### src/rtl/dm_port_arbiter_pkg.sv
// Shared types and widths for the data-memory port arbiter.
// Latency: n/a (definitions only).
// Backpressure: n/a (definitions only).
package dm_port_arbiter_pkg;

  localparam int DM_ADDR_W = 10;
  localparam int DM_DATA_W = 32;

  // Arbitration mode: who gets precedence when both ports request
  typedef enum logic [1:0] {
    ST_NORMAL    = 2'd0,
    ST_EXT_TURN  = 2'd1,
    ST_EXT_BURST = 2'd2
  } dma_state_e;

  // Port that most recently owned the memory (drives the idle address mux)
  typedef enum logic {
    WIN_CPU = 1'b0,
    WIN_EXT = 1'b1
  } winner_e;

endpackage

### src/rtl/dm_port_arbiter.sv
// Arbitrates the single-port data memory between the CPU MEM stage and an external loader port.
// Latency: grant is combinational in the request cycle; read data is registered, valid one cycle later.
// Backpressure: the losing port sees gnt=0 (cpu_stall for the CPU) and must hold its request.
module dm_port_arbiter
  import dm_port_arbiter_pkg::*;
#(
  parameter int MAX_CPU_STREAK = 4,
  parameter int MAX_EXT_BURST  = 8
) (
  input  logic                 clk,
  input  logic                 rst_n,
  input  logic                 cpu_req,
  input  logic                 cpu_we,
  input  logic [DM_ADDR_W-1:0] cpu_addr,
  input  logic [DM_DATA_W-1:0] cpu_wdata,
  output logic                 cpu_gnt,
  output logic                 cpu_stall,
  output logic                 cpu_rvalid,
  output logic [DM_DATA_W-1:0] cpu_rdata,
  input  logic                 ext_req,
  input  logic                 ext_we,
  input  logic [DM_ADDR_W-1:0] ext_addr,
  input  logic [DM_DATA_W-1:0] ext_wdata,
  input  logic                 ext_lock,
  output logic                 ext_gnt,
  output logic                 ext_rvalid,
  output logic [DM_DATA_W-1:0] ext_rdata,
  output logic                 mem_write,
  output logic [DM_ADDR_W-1:0] mem_addr,
  output logic [DM_DATA_W-1:0] write_mem_data,
  input  logic [DM_DATA_W-1:0] read_mem_data
);

  localparam int STREAK_W = $clog2(MAX_CPU_STREAK + 1);
  localparam int BURST_W  = $clog2(MAX_EXT_BURST + 1);
  localparam logic [STREAK_W-1:0] STREAK_MAX = STREAK_W'(MAX_CPU_STREAK);
  localparam logic [STREAK_W-1:0] STREAK_ONE = STREAK_W'(1);
  localparam logic [BURST_W-1:0]  BURST_MAX  = BURST_W'(MAX_EXT_BURST);
  localparam logic [BURST_W-1:0]  BURST_ONE  = BURST_W'(1);

  dma_state_e          state_q, state_d;
  logic [STREAK_W-1:0] streak_q, streak_d;
  logic [BURST_W-1:0]  burst_q, burst_d;
  winner_e             last_q;
  logic                ext_pri;
  logic                sel_ext;

  // Resolve the winner; ext has precedence only during its turn or an unexhausted burst.
  // Grants are forced low while reset is asserted so no access can slip through.
  always_comb begin
    ext_pri = 1'b0;
    case (state_q)
      ST_EXT_TURN:  ext_pri = 1'b1;
      ST_EXT_BURST: ext_pri = (burst_q < BURST_MAX);
      default:      ext_pri = 1'b0;
    endcase
    cpu_gnt = rst_n & cpu_req & ~(ext_req & ext_pri);
    ext_gnt = rst_n & ext_req & ~(cpu_req & ~ext_pri);
  end

  assign cpu_stall = cpu_req & ~cpu_gnt;

  // Steer the memory port to the winner, or hold the last winner's address when idle
  always_comb begin
    sel_ext        = ext_gnt | (~cpu_gnt & (last_q == WIN_EXT));
    mem_addr       = sel_ext ? ext_addr  : cpu_addr;
    write_mem_data = sel_ext ? ext_wdata : cpu_wdata;
    mem_write      = (cpu_gnt & cpu_we) | (ext_gnt & ext_we);
  end

  // Count CPU wins that happened while ext was waiting; any ext win or idle ext clears it
  always_comb begin
    streak_d = streak_q;
    if (ext_gnt || !ext_req) begin
      streak_d = '0;
    end else if (cpu_gnt && (streak_q != STREAK_MAX)) begin
      streak_d = streak_q + STREAK_ONE;
    end
  end

  // Mode transitions and burst length tracking
  always_comb begin
    state_d = state_q;
    burst_d = burst_q;
    case (state_q)
      ST_NORMAL: begin
        burst_d = '0;
        if (ext_gnt && ext_lock) begin
          state_d = ST_EXT_BURST;
          burst_d = BURST_ONE;
        end else if (ext_req && (streak_d == STREAK_MAX)) begin
          state_d = ST_EXT_TURN;
        end
      end
      ST_EXT_TURN: begin
        if (ext_gnt && ext_lock) begin
          state_d = ST_EXT_BURST;
          burst_d = BURST_ONE;
        end else if (ext_gnt || !ext_req) begin
          state_d = ST_NORMAL;
        end
      end
      ST_EXT_BURST: begin
        if (ext_gnt && (burst_q != BURST_MAX)) begin
          burst_d = burst_q + BURST_ONE;
        end
        if (!ext_lock || !ext_req || (burst_d == BURST_MAX)) begin
          state_d = ST_NORMAL;
          burst_d = '0;
        end
      end
      default: begin
        state_d = ST_NORMAL;
        burst_d = '0;
      end
    endcase
  end

  // Arbitration state registers
  always_ff @(posedge clk or negedge rst_n) begin
    if (!rst_n) begin
      state_q  <= ST_NORMAL;
      streak_q <= '0;
      burst_q  <= '0;
      last_q   <= WIN_CPU;
    end else begin
      state_q  <= state_d;
      streak_q <= streak_d;
      burst_q  <= burst_d;
      if (ext_gnt) begin
        last_q <= WIN_EXT;
      end else if (cpu_gnt) begin
        last_q <= WIN_CPU;
      end
    end
  end

  // Capture load data at the end of the grant cycle; rdata holds until that port's next load
  always_ff @(posedge clk or negedge rst_n) begin
    if (!rst_n) begin
      cpu_rvalid <= 1'b0;
      cpu_rdata  <= '0;
      ext_rvalid <= 1'b0;
      ext_rdata  <= '0;
    end else begin
      cpu_rvalid <= cpu_gnt & ~cpu_we;
      ext_rvalid <= ext_gnt & ~ext_we;
      if (cpu_gnt && !cpu_we) begin
        cpu_rdata <= read_mem_data;
      end
      if (ext_gnt && !ext_we) begin
        ext_rdata <= read_mem_data;
      end
    end
  end

endmodule

### config.mk
export PLATFORM = sky130hd
export DESIGN_NAME = dm_port_arbiter
export DESIGN_NICKNAME = d
export VERILOG_FILES = /design/src/rtl/dm_port_arbiter_pkg.sv /design/src/rtl/dm_port_arbiter.sv
export SDC_FILE = /design/constraint.sdc
export NUM_CORES = 1
export LEC_CHECK = 0
export BUFFER_PORTS_ARGS = -buffer_cell sky130_fd_sc_hd__buf_2
export CORE_AREA = 4 4 129 131
export CTS_CLUSTER_SIZE = 20
export DETAILED_ROUTE_END_ITERATION = 10
export DIE_AREA = 0 0 133 135
export GPL_ROUTABILITY_DRIVEN = 0
export GPL_TIMING_DRIVEN = 0
export PLACE_DENSITY = 0.62
export SLEW_MARGIN = 0
export SYNTH_ARGS = -nofsm -noshare
export SYNTH_HDL_FRONTEND = slang
export SYNTH_SLANG_ARGS = --single-unit
### constraint.sdc
create_clock -name clk -period 2.4 [get_ports clk]
set_clock_uncertainty 0.1 [all_clocks]
set_input_delay 0.12 -clock clk [delete_from_list [all_inputs] [get_ports clk]]
set_output_delay 0.12 -clock clk [all_outputs]
set_load 0.1 [all_outputs]
; Yosys cells after proc, flatten, opt, wreduce, memory -nomap -nowiden
; Index checks and enable logic that the tools add are counted.
[totals]
output_inout_bits = 112
inputBits = 123
register_bits = 76
[classes]
n_mux = 19
reduce_logical = 16
bitwise_logic = 20
n_eq_ne = 10
magnitude_cmp = 1
addsub = 2
[ops]
columns = cell, count
row1 = $mux W32, 1
row2 = $mux W4, 4
row3 = $and A1 B1 Y1, 12
row4 = $pmux W4 S3, 1
row5 = $mux W10, 1
row6 = $mux W2, 5
row7 = $ne A3 B3 Y1 const B, 3
row8 = $logic_and A1 B1 Y1, 6
row9 = $mux W3, 2
row10 = $not A1 Y1, 6
row11 = $pmux W2 S3, 1
row12 = $add A4 B1 Y4 const B, 1
row13 = $eq A4 B4 Y1 const B, 1
row14 = $logic_not A1 Y1, 4
row15 = $lt A4 B4 Y1 const B, 1
row16 = $ne A2 B2 Y1 const B, 2
row17 = $ne A4 B4 Y1 const B, 1
row18 = $add A3 B1 Y3 const B, 1
row19 = $eq A3 B3 Y1 const B, 1
row20 = $logic_or A1 B1 Y1, 3
row21 = $mux W1, 3
row22 = $reduce_and A3 Y1, 1
row23 = $eq A2 B1 Y1 const B, 1
row24 = $eq A2 B2 Y1 const B, 1
row25 = 4 further kinds, 5

; Longest topological paths before layout
[logic_depth]
word_depth = 13
depth_mapped = 9
depth_no_buf = 9

; Least setup slack after synthesis
; OpenSTA, ideal clock, no wires.
[synth_timing]
path_kind = register to output
from = register state_q[0]
to = output port mem_write
path_slack_ns = -0.533
t_arrival_ns = 2.713
required_ns = 2.180
stages_incl_launch_ff = 8
cell_sequence = dfrtp_1 inv_1 ha_1 nor2b_4 o211ai_2 nand3_1 inv_1 a22o_1
[synth_between]
elab_cells_between_ends = 13
cone_classes = eq/ne: 2 / mux: 1 / bitwise: 10
[synth_lines]
columns = element, line_no
row1 = "start, declared", dm_port_arbiter.sv:41  ; dma_state_e state_q, state_d;
row2 = "start signal, assigned", dm_port_arbiter.sv:127  ; state_q <= state_d;
row3 = $eq A2 B2 Y1 or $eq A2 B1 Y1 (tied branches), dm_port_arbiter.sv:52  ; case (state_q)
row4 = $pmux W1 S2 *, dm_port_arbiter.sv:52
row5 = $and A1 B1 Y1 *, dm_port_arbiter.sv:57  ; cpu_gnt = rst_n & cpu_req & ~(ext_req & ext_pri);
row6 = $not A1 Y1 *, dm_port_arbiter.sv:57
row7 = $and A1 B1 Y1 *, dm_port_arbiter.sv:57
row8 = named net cpu_gnt, dm_port_arbiter.sv:16  ; output logic cpu_gnt,
row9 = $and A1 B1 Y1 *, dm_port_arbiter.sv:68  ; mem_write = (cpu_gnt & cpu_we) | (ext_gnt & ext_we);
row10 = $or A1 B1 Y1 *, dm_port_arbiter.sv:68
row11 = "end, declared", dm_port_arbiter.sv:28  ; output logic mem_write,
; Mark *: on every way through the listed nets, which the timed path passes. The rest lies on a longest branch.

; Worst setup path after layout
[layout_timing]
from = register state_q[1]
to = output port write_mem_data[18]
[layout_between]
elab_chain_cells = 9
elab_cells_between_ends = 14
cone_classes = eq/ne: 2 / mux: 2 / bitwise: 10
[layout_rtl]
columns = element, line_no
row1 = $eq A2 B2 Y1 or $eq A2 B1 Y1 (tied branches), dm_port_arbiter.sv:52
row2 = $pmux W1 S2 *, dm_port_arbiter.sv:52
row3 = $and A1 B1 Y1, dm_port_arbiter.sv:57
row4 = $not A1 Y1, dm_port_arbiter.sv:57
row5 = $and A1 B1 Y1, dm_port_arbiter.sv:57
row6 = $not A1 Y1, dm_port_arbiter.sv:65  ; sel_ext = ext_gnt | (~cpu_gnt & (last_q == WIN_EXT));
row7 = $and A1 B1 Y1, dm_port_arbiter.sv:65
row8 = $or A1 B1 Y1 *, dm_port_arbiter.sv:65
row9 = $mux W32 *, dm_port_arbiter.sv:67  ; write_mem_data = sel_ext ? ext_wdata : cpu_wdata;
row10 = "end, declared", dm_port_arbiter.sv:30  ; output logic [DM_DATA_W-1:0] write_mem_data,
; Mark *: on every way between the ends. The rest lies on a longest branch, timed or not.

==> flow_metrics.tcl <==
set metrics [dict create \
    slew_headroom 0.668 \
    start_kind "flip-flop" \
    arrival_ns 2.38 \
    fill_cells 1389 \
    synth_top_area_frac 0.501 \
    antenna_found_initial 0 \
    viasPerCell 4.42 \
    postPlaceCellArea_mm2 0.00528 \
    via_count 3603 \
    min_from "ext_we" \
    fmax_ghz 0.385 \
    hpwl_um 9970 \
    grt_pass1_wl_um 20600 \
    min_path_type "in2reg" \
    netlist-cell-type-count 43 \
    crit_slowest_cell "dfrtp_2" \
    min_period_over_period 1.08 \
    clk_latency_ns 0.34 \
    antenna_left 0 \
    final_area_mm2 0.00726 \
    setup_slack_ns -0.198 \
    path_class "reg2out" \
    critPathMaxStageDelay_ns 0.44 \
    cts_tree "built" \
    io_pins 235 \
    gr-total-overflow 0 \
    io_buffers 234 \
    synth_nets 415 \
    cts_max_path_buffers 2 \
    drtPass1Iterations 4 \
    postLayoutCoreUtil 0.466 \
    ys_top_cells_by_count "106 x mux2_2, 76 x dfrtp_1, 10 x buf_2, 10 x nand2_1, 9 x inv_1" \
    reg2reg_from "state_q[0]" \
    clkSinkCount 76 \
    setup_viol_count_final 46 \
    numCtsBuffers 9 \
    hold_viol_final 0 \
    h-tree-depth 3 \
    worst_slew_pin_slew_ns 0.502 \
    yosysMostFrequentCell "mux2_2" \
    synth_seq_area_share 0.501 \
    p_leak_nw 3.49 \
    num_antenna_cells 0 \
    violations "negative setup slack" \
    root_buffer "clkbuf_16" \
    drv_slew 0 \
    path_cells "ha_4, nor2b_4, o211ai_4, nand3_4, nand2_4, nand2_4, buf_12, buf_12, mux2_4, buf_12" \
    ys.warnings.count 0 \
    tns_ns -7.72 \
    synth-seq-cells 76 \
    cp_max_fo 10 \
    synthFlopType "dfrtp_1" \
    r2r_setup_slack_ns -0.16 \
    core-area_mm2 0.0156 \
    clkTransAtPathRegs_ns 0.06 \
    ir_worst_vdd_mv 0.726 \
    yosys.area.top_type "dfrtp_1" \
    initial_core_util 0.243 \
    worstRegToRegCells 11 \
    crit_path_end_kind "output port" \
    die_area_mm2 0.0180 \
    period_needed_ns 2.60 \
    grt_max_degree 45 \
    area_delta_synth_final_pct 91.4 \
    cp.required_ns 2.18 \
    rsz0062_at_grt "true" \
    yosys-top-cells-area "dfrtp_1 50%, mux2_2 31%, ha_1 2.6%" \
    status "complete, but fails checks" \
    syn_avg_cell_area_um2 13.4 \
    nets 727 \
    r2r-end "state_q[1]" \
    drt_iter0_markers 105 \
    timing.hold.ws_ns 0.0872 \
    place_ws_ns -0.674 \
    drc_errors 0 \
    synth_cells 284 \
    die_h_um 135 \
    power.density_mw_per_mm2 1340 \
    die_x_um 133 \
    syn_area_mm2 0.00379 \
    max_cap_viol_count 0 \
    num_rows 46 \
    grt_pass1_vias 3944 \
    startpoint "state_q[1]" \
    wl_per_cell_um 16.3 \
    synth_edf_count 0 \
    finalWirelength_um 13300 \
    whs_path_depth 3 \
    grt_usage 0.147 \
    crit_top_cell "buf_12" \
    worstHoldEndpoint "ext_rvalid" \
    async_flop_share 1.00 \
    drive_gt1_frac 0.708 \
]
logic make-up after synthesis:
group | share of synthesized area
xor+xnor | 0.00462
compound gates | 0.0689
fa+ha+maj | 0.0264
simple gates | 0.0580
buf+inv | 0.0237
flops | 0.501
mux | 0.317
report_power, final:
| part | internal (W) | switching [W] |
|---|---|---|
| clock | 0.000795 | 0.000509 |
| combinational | 0.00175 | 0.00480 |
| sequential | 0.00168 | 0.000204 |
| total | 0.00422 | 0.00551 |
layout by cell type (no fill, tap or decap), drive strengths merged, types with 3 or more instances in the layout:
cell type / Yosys / layout
clkbuf: 0 / 10
dlygate4sd3: 0 / 33
clkinv: 0 / 4
nand2: 10 / 10
buf: 10 / 278
nor2: 9 / 9
o21ai: 6 / 6
nor3: 3 / 3
a21oi: 5 / 5
dfrtp: 76 / 76
inv: 10 / 9
nand3: 5 / 5
ha: 8 / 8
and2: 3 / 3
mux2: 106 / 106
cell type report:
type / count / area (um2) / area share
plain buffers: 10 / 135 / 0.0186
repair buffers: 301 / 2520 / 0.347
flip-flops and latches: 76 / 1900 / 0.262
well taps: 216 / 270 / 0.0372
clock buffers: 10 / 229 / 0.0315
inverters: 10 / 48.8 / 0.00672
clock inverters: 5 / 53.8 / 0.00741
multi-input cells: 188 / 2100 / 0.290
per-layer routing:
layer	vias up	GRT usage	part of all wire
met4	0	0.0520	0.019
met5	-	0	0
met3	16	0.0399	0.075
li1	1663	-	-
met2	182	0.278	0.54
met1	1742	0.156	0.37
worst max-delay path, delay by kind of cell, from the launching register on:
kind,cells,cell delay (ns)
AOI/OAI and AO/OA,1,0.20
DFF,1,0.44
muxes,1,0.32
adders and majority gates,1,0.17
and+or+nand+nor,4,0.42
buffers and inverters,3,0.47
stage by stage:
| step | instances | total power (W) |
|---|---|---|
| after floorplan | 284 | 0.00654 |
| after global placement | 734 | 0.00740 |
| after detailed placement | 735 | 0.00746 |
| after CTS | 808 | 0.00975 |
| after global routing | 816 | 0.0100 |
| final | 816 | 0.00973 |
flip-flops by register name (all words and copies together), names as in the netlist:
| signal | count |
|---|---|
| ext_rdata | 32 |
| streak_q | 3 |
| cpu_rvalid | 1 |
| cpu_rdata | 32 |
| burst_q | 4 |
| state_q | 2 |
| last_q | 1 |
| ext_rvalid | 1 |
timing repair:
action | CTS | global route
pin swaps | 14 | 8
endpoints found under the hold margin | 96 | 0
setup endpoints to repair | 113 | 81
resized for setup | 257 | 13
cloned | 2 | 0
hold buffers | 34 | 0
setup buffers | 22 | 8
worst max-delay path by stage:
| stage | to | slack (ns) | cells past startpoint |
|---|---|---|---|
| floorplan | mem_addr[1] | -0.07 | 9 |
| global placement | write_mem_data[24] | -1.36 | 7 |
| detailed placement | write_mem_data[24] | -0.67 | 10 |
| CTS | state_q[1] | -0.22 | 11 |
| global route | write_mem_data[14] | -0.28 | 11 |
| finish | write_mem_data[18] | -0.20 | 10 |
(Power assumes the default switching activity.)
